**src/rtl/se_pkg.sv**
```systemverilog
// se_pkg: shared widths, source ids and slot state encoding for the sign-extension arbiter
package se_pkg;
    localparam int IN_W = 9;
    localparam int OUT_W = 16;
    localparam logic SRC_REQ0 = 1'b0;
    localparam logic SRC_REQ1 = 1'b1;
    typedef enum logic {
        ST_EMPTY = 1'b0,
        ST_FULL  = 1'b1
    } st_e;
endpackage

```
**src/rtl/se_share_arbiter_se9x16.sv**
```systemverilog
// se9x16: combinational 9-to-16-bit two's complement sign extension
// Ports: imm_i immediate in, ext_o sign-extended result out.
module se9x16
    import se_pkg::*;
(
    input  logic [IN_W-1:0]  imm_i,
    output logic [OUT_W-1:0] ext_o
);
    assign ext_o = {{(OUT_W-IN_W){imm_i[IN_W-1]}}, imm_i};
endmodule

```
**src/rtl/se_share_arbiter.sv**
```systemverilog
// se_share_arbiter: round-robin arbiter sharing one SE9x16 between two immediate requesters
// Ports: clk/rst (async, active high); req0_*/req1_* valid/imm/ready requester handshakes;
//        out_valid/out_data/out_src/out_ready single registered result slot; busy mirrors out_valid;
//        cnt_clr synchronously clears conflict_cnt, the saturating count of stalled-request cycles.
module se_share_arbiter
    import se_pkg::*;
#(
    parameter int CNT_W = 8
) (
    input  logic             clk,
    input  logic             rst,
    input  logic             req0_valid,
    input  logic [IN_W-1:0]  req0_imm,
    output logic             req0_ready,
    input  logic             req1_valid,
    input  logic [IN_W-1:0]  req1_imm,
    output logic             req1_ready,
    output logic             out_valid,
    output logic [OUT_W-1:0] out_data,
    output logic             out_src,
    input  logic             out_ready,
    output logic             busy,
    input  logic             cnt_clr,
    output logic [CNT_W-1:0] conflict_cnt
);
    st_e              st_q;
    logic             ptr_q;
    logic             src_q;
    logic [OUT_W-1:0] data_q;
    logic [CNT_W-1:0] cnt_q;
    logic [CNT_W-1:0] cnt_d;
    logic [OUT_W-1:0] ext;
    logic             slot_free;
    logic             g0;
    logic             g1;
    logic             stall;

    assign out_valid = st_q == ST_FULL;
    assign busy = out_valid;
    assign out_data = data_q;
    assign out_src = src_q;
    assign conflict_cnt = cnt_q;
    // A draining slot can accept a new result in the same cycle, so there is no bubble.
    assign slot_free = !out_valid | out_ready;
    // ptr only breaks ties; a lone requester wins regardless of it.
    assign g0 = slot_free & req0_valid & (!req1_valid | ptr_q == SRC_REQ0);
    assign g1 = slot_free & req1_valid & (!req0_valid | ptr_q == SRC_REQ1);
    assign req0_ready = g0;
    assign req1_ready = g1;
    assign stall = (req0_valid & !g0) | (req1_valid & !g1);

    se9x16 u_se (
        .imm_i(g1 ? req1_imm : req0_imm),
        .ext_o(ext)
    );

    always_comb begin
        cnt_d = cnt_clr ? '0 : (stall && cnt_q != '1) ? cnt_q + CNT_W'(1) : cnt_q;
    end

    always_ff @(posedge clk or posedge rst) begin
        if (rst) begin
            st_q <= ST_EMPTY;
            ptr_q <= SRC_REQ0;
            src_q <= SRC_REQ0;
            data_q <= '0;
            cnt_q <= '0;
        end else begin
            cnt_q <= cnt_d;
            if (g0 | g1) begin
                st_q <= ST_FULL;
                data_q <= ext;
                src_q <= g1 ? SRC_REQ1 : SRC_REQ0;
                ptr_q <= g1 ? SRC_REQ0 : SRC_REQ1;
            end else if (out_ready) begin
                st_q <= ST_EMPTY;
            end
        end
    end
endmodule

```
**config.mk**
```make
export PLATFORM = sky130hd
export DESIGN_NAME = se_share_arbiter
export DESIGN_NICKNAME = d
export VERILOG_FILES = /design/src/rtl/se_pkg.sv /design/src/rtl/se_share_arbiter_se9x16.sv /design/src/rtl/se_share_arbiter.sv
export SDC_FILE = /design/constraint.sdc
export NUM_CORES = 1
export LEC_CHECK = 0
export ABC_AREA = 1
export CORE_MARGIN = 2
export CORE_UTILIZATION = 40
export DETAILED_ROUTE_END_ITERATION = 8
export PLACE_DENSITY = 0.76
export SYNTH_ARGS = -nofsm -noshare
export SYNTH_HDL_FRONTEND = slang
export SYNTH_SLANG_ARGS = --single-unit
```
**constraint.sdc**
```tcl
create_clock -name clk -period 1.4 [get_ports clk]
set_input_delay 0.14 -clock clk [delete_from_list [all_inputs] [get_ports clk]]
set_output_delay 0.14 -clock clk [all_outputs]
set_load 0.05 [all_outputs]
```
==> results of run 1 <==
through the flow:
| stage | hold WS, ps | power, W | setup slack [ps] | area, µm² | cells |
|---|---|---|---|---|---|
| 6_report | 149 | 0.00300 | -11.7 | 2160 | 249 |
| 5_1_grt | 186 | 0.00312 | -68.5 | 2160 | 249 |
| 4_1_cts | 159 | 0.00294 | 2.69 | 2050 | 241 |
| 3_5_place_dp | 484 | 0.00255 | -127 | 1950 | 232 |
| 3_3_place_gp | 469 | 0.00252 | -28.4 | 1950 | 232 |
| 2_1_floorplan | 103 | 0.00175 | -16.4 | 1150 | 150 |
path summary, 6_finish.rpt:
check / startpoint / endpoint / slack [ps] / depth (start not counted)
setup / recovery: ptr_q / req1_ready / -10 / 6
hold / removal: rst / out_data[5] / 150 / 3
setup reg to reg: conflict_cnt[1] / conflict_cnt[7] / -10 / 8
hold reg to reg: out_data[4] / out_data[4] / 510 / 2
max in group asynchronous: rst / conflict_cnt[3] / 1030 / 3
min in group clk: req1_imm[8] / out_data[8] / 400 / 3
cell usage after synthesis:
cell | instances | area [µm²]
o21ai_0 | 3 | 15.0
nor2_1 | 7 | 26.3
nand2_2 | 3 | 18.8
o21bai_1 | 1 | 7.51
dfrtp_1 | 20 | 500
nor3b_1 | 1 | 7.51
ha_1 | 1 | 12.5
nor2_2 | 1 | 6.26
nand3_1 | 23 | 115
a21oi_1 | 1 | 5.00
buf_4 | 8 | 60.1
buf_2 | 3 | 15.0
nand3_4 | 1 | 17.5
nand2_1 | 55 | 206
nor2_4 | 1 | 11.3
nand2_4 | 1 | 11.3
nand4_1 | 5 | 31.3
inv_1 | 15 | 56.3
layer usage:
layer / vias to the layer above / wire, µm / share of wire, % / global-route usage [%]
li1: 604 / - / - / -
met1: 569 / 1240 / 39 / 22.9
met2: 69 / 1570 / 50 / 34.0
met3: 6 / 264 / 8.4 / 5.67
met4: 0 / 61 / 1.9 / 11.0
met5: - / 0 / 0 / 0
registers in the layout, indices dropped and copies added, names as in the netlist:
register	flops
busy	1
conflict_cnt	8
out_data	9
out_src	1
ptr_q	1
tightest hold or removal path, cell delays in order:
cell and delay (ps):
clkdlybuf4s50_1 390, inv_1 50, buf_4 250
placed cells by master, fill, tap and decap left out, types with 5 or more instances in the layout:
cell type,n
dfrtp_1,13
dfrtp_2,7
nand2_4,5
nand4_1,5
clkdlybuf4s50_1,23
nand2_1,51
buf_12,26
inv_1,13
nand3_1,21
buf_4,23
nor2_1,7
layout make-up:
class,instances,area (µm²)
Clock buffer,4,36.3
Fill cell,161,549
Inverter,15,58.8
Multi-Input combinational cell,105,572
Sequential cell,20,509
Tap cell,31,38.8
Timing Repair Buffer,74,946
cell families after synthesis:
logic type	after synthesis
compound gates	5
fa+ha+maj	1
buf+inv	26
flops	20
simple gates	98
what timing repair did:
| item | 4_1_cts | 5_1_grt |
|---|---|---|
| endpoints found under the setup margin | 2 | 9 |
| pin swaps | 2 | 10 |
| gates resized for setup | 9 | 8 |
| gates cloned | 0 | 1 |
| buffers inserted | 5 | 7 |
report_power, final:
| group | leakage (nW) | internal [W] | switching [W] |
|---|---|---|---|
| Clock | 0.0210 | 0.000159 | 0.000170 |
| Combinational | 0.808 | 0.000834 | 0.00104 |
| Sequential | 0.243 | 0.000692 | 0.000105 |
==> metrics.txt, run 1 <==
Mapped Area=1120 µm²; Critical Path Start Type=flip-flop; clock buffer depth=2; Clk pin slew, worst setup/hold paths=110 ps; IO Port Bufs=52; nets=244; CP peak stage delay=420 ps; grt total ovfl=0; pin count of the biggest net entering global routing=21; post-DR vias/cell=5.01; via count=1248; Critical Path AT=1270 ps; chip height=57 µm; post-synthesis mux area share=0%; Pleak=1.07 nW; DIE WIDTH=57 µm; hold_buf cts=0; worst setup margin=-11.7 ps; critical-path cell list=inv_1 > nand2_2 > nand3_4 > inv_4 > buf_12 > buf_12; Synth Area in Compound Gates=2.45%; # H-tree levels=1; GPL Wtd Cong=0.755; total CTS buffers=3; vias in the first global route=1216; Min-Delay Path Class=primary input to async pin; GRT Util Overall=20.1%; pin slew with the least headroom to its limit=266 ps; antenna violations before repair=0; Crit path buffers/inverters=4; Pre-antenna DRT Iters=4; max_cap viols=0; crit path max fanout=7; Avg Inst Size Synth=7.49 µm²; pins over their slew limit=0; wire per inst=12.6 µm; DP HPWL=2290 µm; kind of critical path=flip-flop to output port; Setup crit end kind=output port; share of cells above drive strength 1=36.2%; simple logic cell fraction of the synthesized area=40.2%; most used cell, CP=buf_12; synth-to-layout area growth=92.3%; largest family of logic cells by synthesized area=simple AND/OR/NAND/NOR gates; Power Density=1390 nW/µm²; first-pass GRT wire length=5130 µm; die area=3250 µm²; crit share post-route=101%; clock period minus worst slack=1410 ps; RSZ-0062 raised after global routing=true; flops & latches, synth=20; Synth Net Count=175; Site Rows=19; diode count=0; Fmax=708 MHz; status=finished, violations left; XOR/XNOR Fraction of Synth Area=0%; slew margin rel.=82.3%; # clock sinks=20; yosys warns=0; Seq/Total Area, Yosys=44.5%; VDD IR max=1680 µV; violated checks=setup timing; Routed Antenna Nets=0; Fin Setup TNS=-18.6 ps; clock skew=6.98 ps; CTS tree=built; Initial Utilization=41.5%; Mapped Cells=150; number of remaining DRC errors=0; IO Pins=53; synth unique cells=18; Starting DRT DRC Count=51; Routed WL=3130 µm; worst-skew pair later-pin latency=300 ps; required time worst endpoint=1260 ps; CP top delay family=flip-flops; core outline area=2710 µm²; Crit-path slowest cell=dfrtp_1; final core utilization=79.7%; final hold violation count=0; Synth Area in Adders=1.11%; Clock Tree Root=clkbuf_4; # setup viols final=2
Power figures use the tool's default switching activity.
==> inputs of run 2 (changes only) <==
- SETUP_SLACK_MARGIN: not set -> 0.5
==> run 2 against run 1 <==
Effect of this change: the flow still finishes with violations (setup timing); non-clock buffer count is 14 higher; sequential power is 2.8% higher; first-iteration DRC count is 80% higher; worst hold slack better by 7.2 ps; register-to-register slack hardly changed; clock skew is 2.5 ps higher; via count is 20% higher; routed wire length is 64% higher; power is 12% higher; largest power group unchanged.
==> metrics.txt, run 2 (synthesis gave the netlist of run 1 again) <==
GPL Wtd Cong=0.870 (+15%); max reg flops=9 (unchanged); Critical Path AT=1620 ps (+350 ps); # setup viols final=2 (unchanged); DP HPWL=2460 µm (+7.6%); DIE WIDTH=57 µm (unchanged); first-pass GRT wire length=6460 µm (+26%); pin slew with the least headroom to its limit=268 ps (+2.08 ps); filler instances=118 (-27%); RSZ-0062 raised after global routing=true; antenna violations before repair=0 (unchanged); most common cell after layout, fill and taps aside=nand2_2; Crit-path slowest cell=dfrtp_2; final hold violation count=0 (unchanged); wire per inst=19.4 µm (+54%); GRT Util Overall=26.0% (+6.0 points); die area=3250 µm² (unchanged); Design Area, Final=2430 µm² (+12%); via count=1502 (+20%); clock skew=9.46 ps (+2.49 ps); Critical Path Start Type=flip-flop; IO Port Bufs=52 (unchanged); Power Density=1390 nW/µm² (about the same); CP peak stage delay=430 ps (about the same); required time worst endpoint=1600 ps (+340 ps); crit share post-route=101% (+0.51 points); Pre-antenna DRT Iters=6 (+2); Setup crit end kind=flip-flop; area post-placement=1950 µm² (about the same); crit path max fanout=6 (-1); Pleak=1.19 nW (+11%); critical-path cell list=ha_4 > nand2_4 > nor2_4 > nand3_4 > buf_6 > nand4_1 > nand2_1; CP top delay family=simple AND/OR/NAND/NOR gates; # H-tree levels=1 (unchanged); final cell count without fillers=264 (+6.0%); clock period minus worst slack=1420 ps (+7.14 ps); Fmax=705 MHz (-0.50%); share of cells above drive strength 1=57.5% (+21 points); pin count of the biggest net entering global routing=21 (unchanged); core outline area=2710 µm² (unchanged); clock buffer depth=2 (unchanged); synth-to-layout area growth=116%; max_cap viols=0 (unchanged); area of the multi-input gates=698 µm² (+22%); Worst R2R Setup Slack=-20 ps (about the same); reg-to-reg critical path endpoint=conflict_cnt[3]; kind of critical path=flip-flop to flip-flop; Clk pin slew, worst setup/hold paths=130 ps (+20 ps); dpl cells=231 (-0.43%); total CTS buffers=3 (unchanged); worst-skew pair later-pin latency=320 ps (+20 ps); path depth of the worst reg2reg path=7 (-1); violated checks=setup timing; slew margin rel.=82.1% (-0.14 points); nets=259 (+6.1%); Clock Tree Root=clkbuf_4; IO Pins=53 (unchanged); # clock sinks=20 (unchanged); Starting DRT DRC Count=92 (+80%); vias in the first global route=1392 (+14%); grt total ovfl=0 (unchanged); diode count=0 (unchanged); number of remaining DRC errors=0 (unchanged); status=finished, violations left; post-DR vias/cell=5.69 (+14%); Min-Delay Path Class=primary input to async pin; chip height=57 µm (unchanged); pins over their slew limit=0 (unchanged); CTS tree=built; most frequent cells in the layout=nand2_2, nand2_1, buf_6; register area=515 µm² (+1.2%); Site Rows=19 (unchanged); Routed Antenna Nets=0 (unchanged); Routed WL=5130 µm (+64%); Initial Utilization=41.5% (unchanged); Crit path buffers/inverters=1 (-3); VDD IR max=1520 µV (-9.7%); worst setup margin=-18.8 ps (-7.14 ps); r2r startpoint=conflict_cnt[1]
run 2: cell types whose count changed in the layout (fill, tap and decap cells not counted), moves of 2 or more:
cell	change
buf_12	-5
buf_4	-4
buf_6	+22
dfrtp_1	-3
dfrtp_2	+2
nand2_1	-25
nand2_2	+26
nand3_1	-10
nand3_2	+9
nor2_4	+2
run 2: layout make-up:
type | instances | share of cell area (%)
timing repair buffer | 88 | 44.4
multi-input combinational | 106 | 28.8
sequential | 20 | 21.2
inverter | 15 | 2.53
tap | 31 | 1.60
clock buffer | 4 | 1.49
run 2: metal layers:
layer  wire length, µm  vias to the layer above  part of all wire, %  track usage (%)
li1                  -                      637                    -                -
met1              1780                      722                   35             27.7
met2              2730                      105                   53             49.6
met3               337                       38                  6.6             4.99
met4               275                        0                  5.4             11.0
met5                 0                        -                    0                0
run 2: repair_timing:
item / 4_1_cts / 5_1_grt
endpoints found under the setup margin: 49 / 49
hold buffers: 0 / 0
pin swaps: 15 / 29
endpoints found under the hold margin: 0 / 0
buffers inserted: 16 / 11
resized for setup: 34 / 30
gates cloned: 2 / 0
run 2: worst min-delay path: stages:
cell and delay, ps:
clkdlybuf4s50_1 410, inv_1 60, buf_4 270
run 2: how the worst max path moves through the flow:
stage / from / to / slack (ps) / depth (start not counted)
floorplan: conflict_cnt[1] / conflict_cnt[7] / -20 / 8
detailed placement: req0_valid / conflict_cnt[5] / -30 / 9
global placement: out_ready / conflict_cnt[5] / 10 / 10
finish: conflict_cnt[1] / conflict_cnt[3] / -20 / 7
global route: conflict_cnt[1] / conflict_cnt[7] / -70 / 8
CTS: conflict_cnt[1] / conflict_cnt[5] / 110 / 8
run 2: power by group:
part           leakage (nW)  internal, W  switching (W)
registers             0.238     0.000698       0.000122
clock network        0.0210     0.000159       0.000207
logic                 0.931     0.000993        0.00120
run 2: metrics by stage:
stage | worst slack, ps | util (%) | hold WS [ps] | total power (W) | setup TNS, ps
2_1_floorplan | -16.4 | - | 103 | 0.00187 | -32.5
3_3_place_gp | 13.3 | 72.0 | 473 | 0.00247 | 0
3_5_place_dp | -28.1 | 72.0 | 478 | 0.00250 | -203
4_1_cts | 113 | 82.9 | 163 | 0.00315 | 0
5_1_grt | -68.9 | 89.6 | 204 | 0.00347 | -279
6_report | -18.8 | 89.6 | 157 | 0.00337 | -37.4
==> inputs of run 3 (changes only) <==
- PLACE_DENSITY: 0.76 -> 0.69
- SYNTH_HIERARCHICAL: not set -> 1
==> run 3 against run 2 <==
Effect of this change: the run now ends clean; flip-flop and latch count up 7; sequential power up 39%; global-route usage down 8.0 points; routed wire length down 24%; clock skew down 6.4 ps; non-clock buffer count down 2; final area up 14%; power up 16%; synthesized cell count up 37%; worst setup slack better by 69 ps; largest power group unchanged; highest routed layer unchanged.
==> metrics.txt, run 3 <==
Routed Antenna Nets=0 (unchanged); core outline area=3690 µm² (+36%); Min-Delay Path Class=primary input to async pin; flops & latches, synth=27 (+35%); Pre-antenna DRT Iters=4 (-2); worst setup path startpoint=busy; most frequent cell after synthesis=nand2_1; Clk pin slew, worst setup/hold paths=90 ps (-40 ps); # H-tree levels=1 (unchanged); GRT Util Overall=18.1% (-8.0 points); synth-to-layout area growth=80.3%; nets=301 (+16%); sequential share of power=29.0% (+4.7 points); vias in the first global route=1393 (+0.072%); clock buffer depth=2 (unchanged); IO Pins=53 (unchanged); Mapped Cells=205 (+37%); worst-skew pair later-pin latency=270 ps (-50 ps); pin count of the biggest net entering global routing=28 (+33%); CTS tree=built; simple logic cell fraction of the synthesized area=38.6% (-1.6 points); Yosys top cell area share=44.0% (-0.57 points); most frequent cells in the layout=nand2_1, nand2_2, buf_6; r2r startpoint=ptr_q; Crit path buffers/inverters=2 (+1); combinational share of power=59.5% (-5.4 points); total CTS buffers=3 (unchanged); synth unique cells=22 (+4); metal2 WL=1940 µm (-29%); IO Port Bufs=52 (unchanged); Pleak=1.40 nW (+18%); max_cap viols=0 (unchanged); switching power=0.00173 W (+14%); post-synthesis mux area share=0% (unchanged); share of cells above drive strength 1=48.0% (-9.5 points); top cells by count, synth=nand2_1, dfrtp_1, buf_4; pin slew with the least headroom to its limit=488 ps (+220 ps); pins over their slew limit=0 (unchanged); EDFF count, synth=0 (unchanged); # clock sinks=27 (+35%); critical-path cell list=nand2_4 > nand3_4 > inv_8 > buf_12; top sig layer=met4; Synth Area in Compound Gates=1.47% (-0.98 points); crit path max fanout=6 (unchanged); first-pass GRT wire length=6110 µm (-5.5%); Mapped Area=1540 µm² (+37%); CP top delay family=flip-flops; CP peak stage delay=430 ps (about the same); die area=4350 µm² (+34%); kind of critical path=flip-flop to output port; slew margin rel.=67.4% (-15 points); diode count=0 (unchanged); Design Area, Final=2770 µm² (+14%); number of remaining DRC errors=0 (unchanged); largest family of logic cells by synthesized area=simple AND/OR/NAND/NOR gates; Clock Tree Root=clkbuf_8; pre-CTS setup slack=-98.9 ps (-70.8 ps); wire per inst=12.1 µm (-38%); VDD IR max=982 µV (-35%); dominant cell type by area after synthesis=dfrtp_1; P_int=0.00218 W (+18%); Fmax=741 MHz (+5.1%); status=completed; final hold violation count=0 (unchanged); Routed WL=3920 µm (-24%); XOR/XNOR Fraction of Synth Area=0.570% (+0.57 points); Clock Power Share=11.5% (+0.7 points); Synth async-reset ratio=100% (unchanged); crit share post-route=96.4% (-4.9 points); most common cell after layout, fill and taps aside=nand2_1; RSZ-0062 raised after global routing=true; max reg flops=16 (+7); GPL Wtd Cong=0.776 (-11%); Crit-path slowest cell=dfrtp_2; required time worst endpoint=1260 ps (-340 ps); via count=1511 (+0.60%); Critical Path AT=1210 ps (-410 ps); area post-placement=2210 µm² (+13%); grt total ovfl=0 (unchanged); Worst R2R Setup Slack=70 ps (+90 ps); post-DR vias/cell=4.68 (-18%); # setup viols final=0 (-2); chip height=66.0 µm (+16%); DIE WIDTH=66.0 µm (+16%); Power Density=1410 nW/µm² (+1.5%); Critical Path Start Type=flip-flop; prevailing post-synth register cell=dfrtp_1; antenna violations before repair=0 (unchanged); Synth area leaders=dfrtp_1, nand2_1, buf_4; clock skew=3.05 ps (-6.41 ps); Synth Net Count=230 (+31%); yosys warns=6 (+6); hold_buf cts=0 (unchanged); Seq/Total Area, Yosys=44.0% (-0.57 points); Avg Inst Size Synth=7.49 µm² (about the same); Synth Area in Adders=0.814% (-0.30 points); post-route met1 wirelength=1640 µm (-8.2%); Setup crit end kind=output port; DP HPWL=2470 µm (+0.53%); worst setup margin=50.3 ps (+69.1 ps); clock period minus worst slack=1350 ps (-69.1 ps); Switching Share=44.2% (-0.90 points); Site Rows=22 (+3); Initial Utilization=41.7% (+0.20 points); metal3 WL=238 µm (-29%); Starting DRT DRC Count=40 (-57%)
==> run 3: area by class of cell <==
type,count,area (µm²)
Timing Repair Buffer,86,1020
Sequential cell,27,687
Clock buffer,3,41.3
Multi-Input combinational cell,140,856
Timing Repair inverter,1,16.3
Fill cell,259,918
Clock inverter,1,7.51
Tap cell,48,60.1
Inverter,17,82.6
==> run 3: path summary, 6_finish.rpt <==
kind | to | cells after the start
min reg2reg | out_data[12] | 2
max | req1_ready | 4
max reg2reg | out_data[0] | 8
min in group clk | out_src | 3
max in group asynchronous | conflict_cnt[0] | 3
min | out_data[9] | 3
==> run 3: metrics by stage <==
| step | cells | hold slack, ps | setup TNS, ps | utilization (%) | total power (W) |
|---|---|---|---|---|---|
| after CTS | 316 | 240 | 0 | 69.5 | 0.00366 |
| after detailed placement | 292 | 462 | -1580 | 59.8 | 0.00287 |
| after global routing | 323 | 244 | -20.2 | 75.1 | 0.00411 |
| final | 323 | 224 | 0 | 75.1 | 0.00391 |
| after global placement | 292 | 455 | -1100 | 59.8 | 0.00286 |
| after floorplan | 205 | 192 | -225 | - | 0.00229 |
==> run 3: repair_timing <==
| action | in CTS | in global routing |
|---|---|---|
| setup buffers | 17 | 6 |
| pin swaps | 4 | 20 |
| endpoints found under the setup margin | 56 | 56 |
| resized for setup | 45 | 43 |
| cloned | 3 | 1 |
==> run 3: routing by layer <==
| layer | global-route usage [%] | up-vias |
|---|---|---|
| met5 | 0 | - |
| met4 | 5.61 | 0 |
| met3 | 3.58 | 10 |
| met2 | 30.7 | 48 |
| met1 | 23.1 | 699 |
| li1 | - | 754 |
==> run 3: worst register-to-register path: cells and delay by family, from the launching register on <==
family / cells / cell delay, ps
AND/OR/NAND/NOR: 5 / 430
buffers and inverters: 3 / 410
flip-flops: 1 / 410
==> run 3: cell families (layout without fill, tap and decap cells) <==
kind of cell | count (synthesis) | count (layout)
DFF | 27 | 27
buffers and inverters | 39 | 108
AOI/OAI and AO/OA | 4 | 4
xor gates and xnor gates | 1 | 1
adders and majority gates | 1 | 1
and+or+nand+nor | 133 | 134
==> run 3: power by group through the flow <==
| stage | Clock [W] | Sequential [W] | Combinational (W) |
|---|---|---|---|
| after global routing | 0.000495 | 0.00116 | 0.00246 |
| after global placement | 0 | 0.00112 | 0.00173 |
| after floorplan | 0 | 0.00172 | 0.000572 |
| after detailed placement | 0 | 0.00112 | 0.00175 |
| after CTS | 0.000458 | 0.00113 | 0.00207 |
| final | 0.000449 | 0.00114 | 0.00233 |
